`src/rtl/dmem_port_arbiter.sv`:
```
// Data-memory port arbiter: store-buffer drains and load-miss reads, one transaction at a time, with fence.
// Optional store anti-starvation counter enabled by defining DMEM_STORE_STARVE_EN.
module dmem_port_arbiter #(
  parameter int ADDR_W       = 32,
  parameter int DATA_W       = 32,
  parameter int STARVE_LIMIT = 4
) (
  input  logic                clk,
  input  logic                reset,
  input  logic                sb_valid,
  input  logic [ADDR_W-1:0]   sb_addr,
  input  logic [DATA_W-1:0]   sb_data,
  input  logic [DATA_W/8-1:0] sb_be,
  input  logic                sb_full,
  output logic                sb_ready,
  input  logic                ld_req,
  input  logic [ADDR_W-1:0]   ld_addr,
  output logic                ld_ready,
  output logic                ld_resp_valid,
  output logic [DATA_W-1:0]   ld_resp_data,
  input  logic                fence_req,
  output logic                fence_done,
  output logic                mem_req,
  output logic                mem_we,
  output logic [ADDR_W-1:0]   mem_addr,
  output logic [DATA_W-1:0]   mem_wdata,
  output logic [DATA_W/8-1:0] mem_be,
  input  logic                mem_gnt,
  input  logic                mem_rvalid,
  input  logic [DATA_W-1:0]   mem_rdata,
  output logic                busy
);

  typedef enum logic [1:0] {IDLE, ISSUE, WAIT_RD} state_t;

  state_t state, state_nxt;
  logic   fence_pending;
  logic   grant_st, grant_ld, take_resp, done_cond, starve;

`ifdef DMEM_STORE_STARVE_EN
  localparam int CW = ($clog2(STARVE_LIMIT + 1) > 3) ? $clog2(STARVE_LIMIT + 1) : 3;
  logic [CW-1:0] starve_cnt;

  assign starve = (starve_cnt >= CW'(STARVE_LIMIT));

  always_ff @(posedge clk or posedge reset) begin
    if (reset)
      starve_cnt <= '0;
    else if (grant_st || !sb_valid)
      starve_cnt <= '0;
    else if (grant_ld && starve_cnt != '1)
      starve_cnt <= starve_cnt + 1'b1;
  end
`else
  // No counter: the limit can never be reached.
  assign starve = (STARVE_LIMIT < 0);
`endif

  always_ff @(posedge clk or posedge reset) begin
    if (reset)
      state <= IDLE;
    else
      state <= state_nxt;
  end

  always_comb begin
    state_nxt = state;
    grant_st  = 1'b0;
    grant_ld  = 1'b0;
    take_resp = 1'b0;
    case (state)
      IDLE: begin
        // Starvation promotes the plain store rule ahead of loads.
        if (sb_valid && (fence_pending || sb_full || starve))
          grant_st = 1'b1;
        else if (ld_req && !fence_pending)
          grant_ld = 1'b1;
        else if (sb_valid)
          grant_st = 1'b1;
        if (grant_st || grant_ld)
          state_nxt = ISSUE;
      end
      ISSUE: begin
        if (mem_gnt) begin
          if (mem_we) begin
            state_nxt = IDLE;
          end else if (mem_rvalid) begin
            take_resp = 1'b1;
            state_nxt = IDLE;
          end else begin
            state_nxt = WAIT_RD;
          end
        end
      end
      WAIT_RD: begin
        if (mem_rvalid) begin
          take_resp = 1'b1;
          state_nxt = IDLE;
        end
      end
      default: state_nxt = IDLE;
    endcase
  end

  assign sb_ready  = grant_st;
  assign ld_ready  = grant_ld;
  assign mem_req   = (state == ISSUE);
  assign busy      = (state != IDLE);
  assign done_cond = fence_pending && (state == IDLE) && !sb_valid;

  always_ff @(posedge clk or posedge reset) begin
    if (reset) begin
      fence_pending <= 1'b0;
      fence_done    <= 1'b0;
      ld_resp_valid <= 1'b0;
      ld_resp_data  <= '0;
      mem_we        <= 1'b0;
      mem_addr      <= '0;
      mem_wdata     <= '0;
      mem_be        <= '0;
    end else begin
      fence_done    <= done_cond;
      ld_resp_valid <= take_resp;
      if (take_resp)
        ld_resp_data <= mem_rdata;
      if (done_cond)
        fence_pending <= 1'b0;
      else if (fence_req && !fence_done)
        fence_pending <= 1'b1;
      if (grant_st) begin
        mem_we    <= 1'b1;
        mem_addr  <= sb_addr;
        mem_wdata <= sb_data;
        mem_be    <= sb_be;
      end else if (grant_ld) begin
        mem_we    <= 1'b0;
        mem_addr  <= ld_addr;
        mem_wdata <= '0;
        mem_be    <= '1;
      end
    end
  end

endmodule
```
`config.mk`:
```
export PLATFORM = sky130hd
export DESIGN_NAME = dmem_port_arbiter
export DESIGN_NICKNAME = d
export VERILOG_FILES = /design/src/rtl/dmem_port_arbiter.sv
export SDC_FILE = /design/constraint.sdc
export NUM_CORES = 1
export LEC_CHECK = 0
export CAP_MARGIN = 25
export CELL_PAD_IN_SITES_DETAIL_PLACEMENT = 0
export CELL_PAD_IN_SITES_GLOBAL_PLACEMENT = 1
export CORE_AREA = 3 3 124 126
export DETAILED_ROUTE_END_ITERATION = 7
export DIE_AREA = 0 0 127 129
export PLACE_DENSITY_LB_ADDON = 0.1
export RECOVER_POWER = 100
export SYNTH_ARGS = -nofsm -noshare
export SYNTH_HDL_FRONTEND = slang
export SYNTH_SLANG_ARGS = --single-unit
```
`constraint.sdc`:
```
create_clock -name clk -period 8.42 [get_ports clk]
set_clock_uncertainty 0.1 [all_clocks]
set_input_delay 2.526 -clock clk [delete_from_list [all_inputs] [get_ports clk]]
set_output_delay 2.526 -clock clk [all_outputs]
set_load 0.03 [all_outputs]
```
# Word level (Yosys, flattened, before mapping)
# Cells that the tools add are included.
# Widths: inputs -> output; s select.
classes:
  reduce_logical: 15
  n_mux: 29
  n_eq_ne: 5
op_table:
  columns: ["cell", "n"]
  rows:
  - ["$mux 32", 4]
  - ["$mux 1", 16]
  - ["$mux 2", 5]
  - ["$mux 4", 2]
  - ["$pmux 2 s3", 1]
  - ["$reduce_bool 2->1", 3]
  - ["$logic_and 1x1->1", 5]
  - ["$ne 2x2->1 const B", 2]
  - ["$logic_not 1->1", 3]
  - ["$reduce_and 3->1", 1]
  - ["$eq 2x1->1 const B", 1]
  - ["$eq 2x2->1 const B", 1]
  - ["$logic_not 2->1", 1]
  - ["$logic_or 1x1->1", 2]
  - ["$ne 2x1->1 const B", 1]
  - ["$pmux 1 s2", 1]
word_totals:
  input_bits: 140
  register_bits: 106
  elab_cells: 58
  out_inout_bits: 107

# Depth between registers and ports, before layout
# Gate-level depths: netlist of the first run.
logic_depth:
  depth_word: 8
  ltp_mapped: 7
  depth_no_buf: 6

# Least setup slack after synthesis of the first run
# No wires, ideal clock.
synth_timing:
  kind: "in2out"
  from: "in sb_full"
  to: "out ld_ready"
  cell_stages: 4
  slack_ps: 2376
  path_buffers: 2
  t_required_ps: 5794
  t_arrival_ps: 3418
  path_cell_list: "and2_4 > buf_6 > clkbuf_1 > nor2_1"
synth_via:
  elab_chain_cells: 5
synth_rtl:
  columns: ["element", "line_no", "source"]
  rows:
  - ["start: declaration", "14", "input logic sb_full,"]
  - ["$logic_or 1x1->1", "74", "if (sb_valid && (fence_pending || sb_full || starve))"]
  - ["$logic_and 1x1->1", "74", null]
  - ["$mux 1", "74", null]
  - ["$mux 1 (2 in series)", "71", "case (state)"]
  - ["end: declaration", "18", "output logic ld_ready,"]
# No other way between the ends. The select of a mux whose other input is x is not followed.

# Worst setup path after layout of the first run
layout_timing:
  from: "in ld_req"
  to: "out sb_ready"
layout_via:
  elab_chain_cells: 5
layout_rtl:
  columns: ["element", "line_no", "source"]
  rows:
  - ["start: declaration", "16", "input logic ld_req,"]
  - ["$logic_and 1x1->1", "76", "else if (ld_req && !fence_pending)"]
  - ["$mux 1", "76", null]
  - ["$mux 1", "74", null]
  - ["$mux 1 (2 in series)", "71", null]
  - ["end: declaration", "15", "output logic sb_ready,"]
# No other way between the ends. The select of a mux whose other input is x is not followed.

==> metrics.txt, run 1 <==
Power Total=0.002633 W; CTS Buffer Depth=2; DR pass1 iterations=4; cell area after synthesis=4593 sq um; CTS tree=done; RSZ-0062 raised after global routing=no; layout cells sized above 1=4.125%; P&R area growth vs syn=60.96%; register area share after synthesis=57.75%; Layout Nets=745; first-pass GRT wire length=21710 um; endpoints failing setup=0; critical path cell sequence=dlygate4sd3_1, nor3b_1, or2_2, inv_2, buf_4, dlygate4sd3_1; hpwl dp=9884 um; Final Hold Viols=0; syn_area_per_cell=12.41 sq um; switch share=43.23%; ys flop type=dfrtp_1; setup TNS=0 ns; top-count cell post-synth=dfrtp_1; Worst setup SP type=input port; Synth warnings=0; worst endpoint data arrival time=4.79 ns; IO buf count=246; clock sinks=106; H-Tree Depth=3; Cell Rows=44; crit path buf inv count=4; die height=129 um; GP Congestion=0.7910; die area=16380 sq um; n_diodes=0; Final period util=88.03%; Leakage=3.146 nW; Worst Tran Pin Value=2.231 ns; Initial Utilization=31.84%; EDFF count, synth=0; synth cell count leaders=dfrtp_1 (106), mux2_1 (33); Initial DRC Count=219; flops & latches, synth=106; via count=3902; GRT Overall Usage=16.81%; top post-synthesis cells by area=dfrtp_1 (58%), mux2_1 (8.1%), a22o_1 (6.1%), or3b_1 (6.1%), a31oi_1 (4.4%); Min-Delay Path Class=reg2reg; register share of total power=32.2%; violated checks=capacitance limit, slew limit; Final Max Tran Viols=157; hold buffer count at cts=0; CP max stage delay=0.80 ns; worst vdd ir=0.1225 mV; CP most frequent cell=dlygate4sd3_1; syn_nets=514; internal power=0.001495 W; Top delay family on crit path=buffers and inverters; # fillers=1304; Post-DRT Antenna Nets=0; number of max-capacitance violations reported=4; cell count after synthesis=370; initial antenna violation count=0; num ports=247; net switching power=0.001138 W; vias in the first global route=3914; Cell variety after synth=31; Max Clk Rate=0.1349 GHz; Clock Root Buffer=clkbuf_16; Detailed Route WL=14020 um; worst-path cell with the longest stage delay=dlygate4sd3_1; clk slew on worst S/H paths=0.07 ns; core area=14420 sq um; Die Wd=127 um; global route total overflow=0; Worst EP required=5.79 ns; Remaining DRCs=0; Power per Cell Area=356.1 nW/um^2; vias per std cell=4.939; # Post-CTS Setup Buffers=0; TritonCTS Buffers=9; dominant cell type by area after synthesis=dfrtp_1; clock share of power=15.5%; Clk Latency, worst-skew pair=0.34 ns; CTS resizes=0; post-synth top area share=57.75%; pin count of the biggest net entering global routing=68; CP Max Fanout=33; fin crit period=7.412 ns; outcome=complete, but fails checks; drt wl/cell=17.75 um; Crit Path Category=in2out; Critical Path End Type=output port; logic gate share of total power=52.4%; relative slew slack=-49.55%; asr flop ratio synth=100.0%
==> placed cells by master (no fill, tap or decap), drive strengths merged, types with 2 or more instances in the layout <==
cell type / instances
clkdlybuf4s50: 135
dlygate4sd3: 111
dfrtp: 106
mux2: 33
o21ai: 33
a22o: 32
or3b: 32
nor3: 32
a31oi: 32
clkbuf: 13
inv: 10
o22a: 5
ha: 4
buf: 4
clkinv: 4
nor2: 3
nand2: 2
clkinvlp: 2
==> power by group through the flow <==
stage | clock, W | sequential (W) | combinational, W
6_report | 0.000408 | 0.000847 | 0.00138
5_1_grt | 0.000442 | 0.000877 | 0.00147
4_1_cts | 0.000425 | 0.000860 | 0.00150
3_5_place_dp | 0 | 0.000864 | 0.00150
3_3_place_gp | 0 | 0.000864 | 0.00146
2_1_floorplan | 0 | 0.00135 | 0.000420
==> final timing paths <==
check / to / cells after the start / slack [ns] / startpoint
worst min register to register: ld_resp_data[16] / 1 / 0.38 / ld_resp_data[16]
max in group asynchronous: ld_resp_data[29] / 3 / 3.53 / reset
min in group asynchronous: ld_resp_data[17] / 2 / 3.13 / reset
worst min-delay path: ld_resp_data[16] / 1 / 0.38 / ld_resp_data[16]
worst max register to register: mem_wdata[30] / 5 / 4.75 / fence_pending
worst max-delay path: sb_ready / 6 / 1.01 / ld_req
==> stage by stage <==
stage                     setup slack (ns)  util (%)  hold slack, ns  cells  instance area (sq um)
after global routing                0.9274     51.26          0.4006    790                   7393
final                                1.008     51.26          0.3790    790                   7393
after CTS                            1.144     51.59          0.3905    790                   7441
after detailed placement             1.161     49.59          0.3741    774                   7153
after global placement               1.169     49.40          0.3665    773                   7126
after floorplan                      2.376         -          0.3875    370                   4593
==> worst reg2reg max path, stage by stage, from the launching register on <==
cell      delay [ns]
dfrtp_1         0.42
nor3b_1         0.24
clkbuf_1        1.24
o22a_1          0.56
clkbuf_1        0.79
a22o_1          0.26
==> cell type report <==
type / count / area, sq um / share of cell area (%)
Timing Repair Buffer: 254 / 2507 / 33.91
Multi-Input combinational cell: 221 / 1680 / 22.73
Sequential cell: 106 / 2653 / 35.88
Clock buffer: 9 / 225.2 / 3.046
Inverter: 9 / 35.03 / 0.4739
Tap cell: 184 / 230.2 / 3.114
Clock inverter: 7 / 62.56 / 0.8462
==> registers in the layout, summed over array words and instances, names as in the netlist <==
signal         count
state              2
mem_addr          32
mem_we             1
fence_done         1
ld_resp_valid      1
mem_be             4
mem_wdata         32
fence_pending      1
ld_resp_data      32
==> layer usage <==
metal / global-route usage (%) / part of all wire [%] / vias to the layer above
met5: 0 / 0 / -
met4: 5.363 / 1.2 / 0
met3: 5.106 / 8.4 / 13
met2: 26.84 / 48 / 165
met1: 22.05 / 42 / 1874
li1: - / - / 1850
==> cell families (layout without fill, tap and decap cells) <==
kind of cell	after synthesis	in the layout	share of synthesized area, %
simple gates	77	77	11.74
buf+inv	43	279	5.421
flops	106	106	57.75
fa+ha+maj	4	4	1.090
compound gates	106	106	15.69
mux	34	34	8.308
Note: power is estimated with default switching activity, not from simulation.
==> run 2: changes to the inputs <==
--- a/config.mk
+++ b/config.mk
@@ -8,11 +8,12 @@
 export CAP_MARGIN = 25
 export CELL_PAD_IN_SITES_DETAIL_PLACEMENT = 0
 export CELL_PAD_IN_SITES_GLOBAL_PLACEMENT = 1
-export CORE_AREA = 3 3 124 126
+export CORE_AREA = 3 3 140 142
 export DETAILED_ROUTE_END_ITERATION = 7
-export DIE_AREA = 0 0 127 129
+export DIE_AREA = 0 0 143 145
 export PLACE_DENSITY_LB_ADDON = 0.1
 export RECOVER_POWER = 100
 export SYNTH_ARGS = -nofsm -noshare
 export SYNTH_HDL_FRONTEND = slang
 export SYNTH_SLANG_ARGS = --single-unit
+export TNS_END_PERCENT = 5
==> metrics.txt, run 2 (same netlist as run 1, synthesis figures left out) <==
outcome=complete, but fails checks; violated checks=capacitance limit, slew limit; critical path cell sequence=dlygate4sd3_1, nand2_1, or2_2, inv_1, buf_4; die height=145 um (+12%); top flop regs=ld_resp_data x32, mem_addr x32, mem_wdata x32; Top delay family on crit path=buffers and inverters; most frequent cells in the layout=clkdlybuf4s50_1 (136), dlygate4sd3_1 (109), dfrtp_1 (106), mux2_1 (33); Remaining DRCs=0 (unchanged); number of max-capacitance violations reported=3 (-1); P&R area growth vs syn=63.33%; hpwl dp=10410 um (+5.3%); Post-DRT Antenna Nets=0 (unchanged); Cell Rows=50 (+14%); Die Wd=143 um (+13%); global route total overflow=0 (unchanged); Worst Tran Pin Value=2.174 ns (-0.05745 ns); vias in the first global route=4095 (+4.6%); Leakage=3.170 nW (+0.76%); endpoints failing setup=0 (unchanged); relative slew slack=-45.70% (+3.9 points); Initial Utilization=24.72% (-7.1 points); vias per std cell=4.669 (-5.5%); pin count of the biggest net entering global routing=68 (unchanged); DR pass1 iterations=4 (unchanged); num ports=247 (unchanged); worst vdd ir=0.09545 mV (-22%); CTS Buffer Depth=2 (unchanged); placed inst area=7206 sq um (+0.73%); TritonCTS Buffers=9 (unchanged); # Post-CTS Setup Buffers=0 (unchanged); clk slew on worst S/H paths=0.07 ns (about the same); setup TNS=0 ns (unchanged); Initial DRC Count=158 (-28%); first-pass GRT wire length=23240 um (+7.0%); via count=3917 (+0.38%); Critical Path End Type=output port; Power Total=0.002693 W (+2.3%); GP Congestion=0.6931 (-12%); Min-Delay Path Class=reg2reg; Final Max Tran Viols=142 (-9.6%); Layout Nets=744 (-0.13%); n_diodes=0 (unchanged); core area=18580 sq um (+29%); Final period util=86.35% (-1.7 points); clock sinks=106 (unchanged); Worst setup SP type=input port; initial antenna violation count=0 (unchanged); Worst EP required=5.79 ns (about the same); Final Hold Viols=0 (unchanged); worst endpoint data arrival time=4.64 ns (-0.15 ns); fin crit period=7.271 ns (-0.1407 ns); Crit Path Category=in2out; Clk Latency, worst-skew pair=0.34 ns (about the same); Clock Root Buffer=clkbuf_16; die area=20740 sq um (+27%); most common cell after layout, fill and taps aside=clkdlybuf4s50_1; H-Tree Depth=3 (unchanged); finished layout cell area=7502 sq um (+1.5%); RSZ-0062 raised after global routing=no; CP Max Fanout=33 (unchanged); drt wl/cell=17.65 um (-0.57%); layout cells sized above 1=4.298% (+0.17 points); Detailed Route WL=14810 um (+5.6%); # fillers=1784 (+37%); GRT Overall Usage=14.10% (-2.7 points); Power per Cell Area=358.9 nW/um^2 (+0.78%); Max Clk Rate=0.1375 GHz (+1.9%); CTS tree=done; IO buf count=246 (unchanged); hold buffer count at cts=0 (unchanged); worst-path cell with the longest stage delay=inv_1; CP max stage delay=0.81 ns (about the same); Min Hold Slack=0.3795 ns (+0.0004980 ns); crit path buf inv count=3 (-1); CTS resizes=0 (unchanged)
run 2: cell types whose count changed in the layout (fill, tap and decap cells not counted), sizes merged:
cell and change:
buf +1, bufinv +2, clkbuf +1, clkdlybuf4s50 +1
clkinv -3, dlygate4sd3 -2, inv -1
run 2: worst register-to-register path, stage by stage, from the launching register on:
cell and delay, ns:
dfrtp_1 0.38, inv_1 0.12, ha_1 0.25, and3b_1 0.18
o211a_1 0.13, clkbuf_1 1.31, mux2_1 0.43
run 2: through the flow:
stage,setup slack (ns),util (%),instances
detailed placement,1.304,38.78,823
finish,1.149,40.38,839
floorplan,2.376,-,370
global route,0.9971,40.38,839
CTS,1.294,40.55,839
global placement,1.332,38.63,822
run 2: per-layer routing:
metal  GRT usage, %  wire (um)  vias up  part of all wire (%)
met4          4.278        178        0                   1.2
met3          3.889       1122       11                   7.6
met1          18.25       6527     1910                    44
li1               -          -     1841                     -
met2          22.89       6980      155                    47
met5              0          0        -                     0
run 2: final cells by class:
class | count | area (sq um) | area share [%]
multi-input cells | 221 | 1692 | 22.55
inverters | 9 | 35.03 | 0.4670
repair buffers | 253 | 2502 | 33.36
clock inverters | 5 | 85.08 | 1.134
well taps | 234 | 292.8 | 3.903
flip-flops and latches | 106 | 2653 | 35.36
clock buffers | 11 | 242.7 | 3.235
run 2: power breakdown:
group          switching, W  internal, W  total (W)
logic              0.000832     0.000550    0.00138
registers          0.000109     0.000737   0.000847
clock network      0.000193     0.000271   0.000464
run 2: worst paths after layout:
path,startpoint,endpoint,slack [ns],depth (start not counted)
min,ld_resp_data[18],ld_resp_data[18],0.38,1
max,sb_valid,sb_ready,1.15,5
max in group asynchronous,reset,mem_wdata[13],2.83,3
min reg2reg,ld_resp_data[18],ld_resp_data[18],0.38,1
min in group asynchronous,reset,ld_resp_data[9],3.11,2
max reg2reg,state[1],ld_resp_data[28],5.40,6
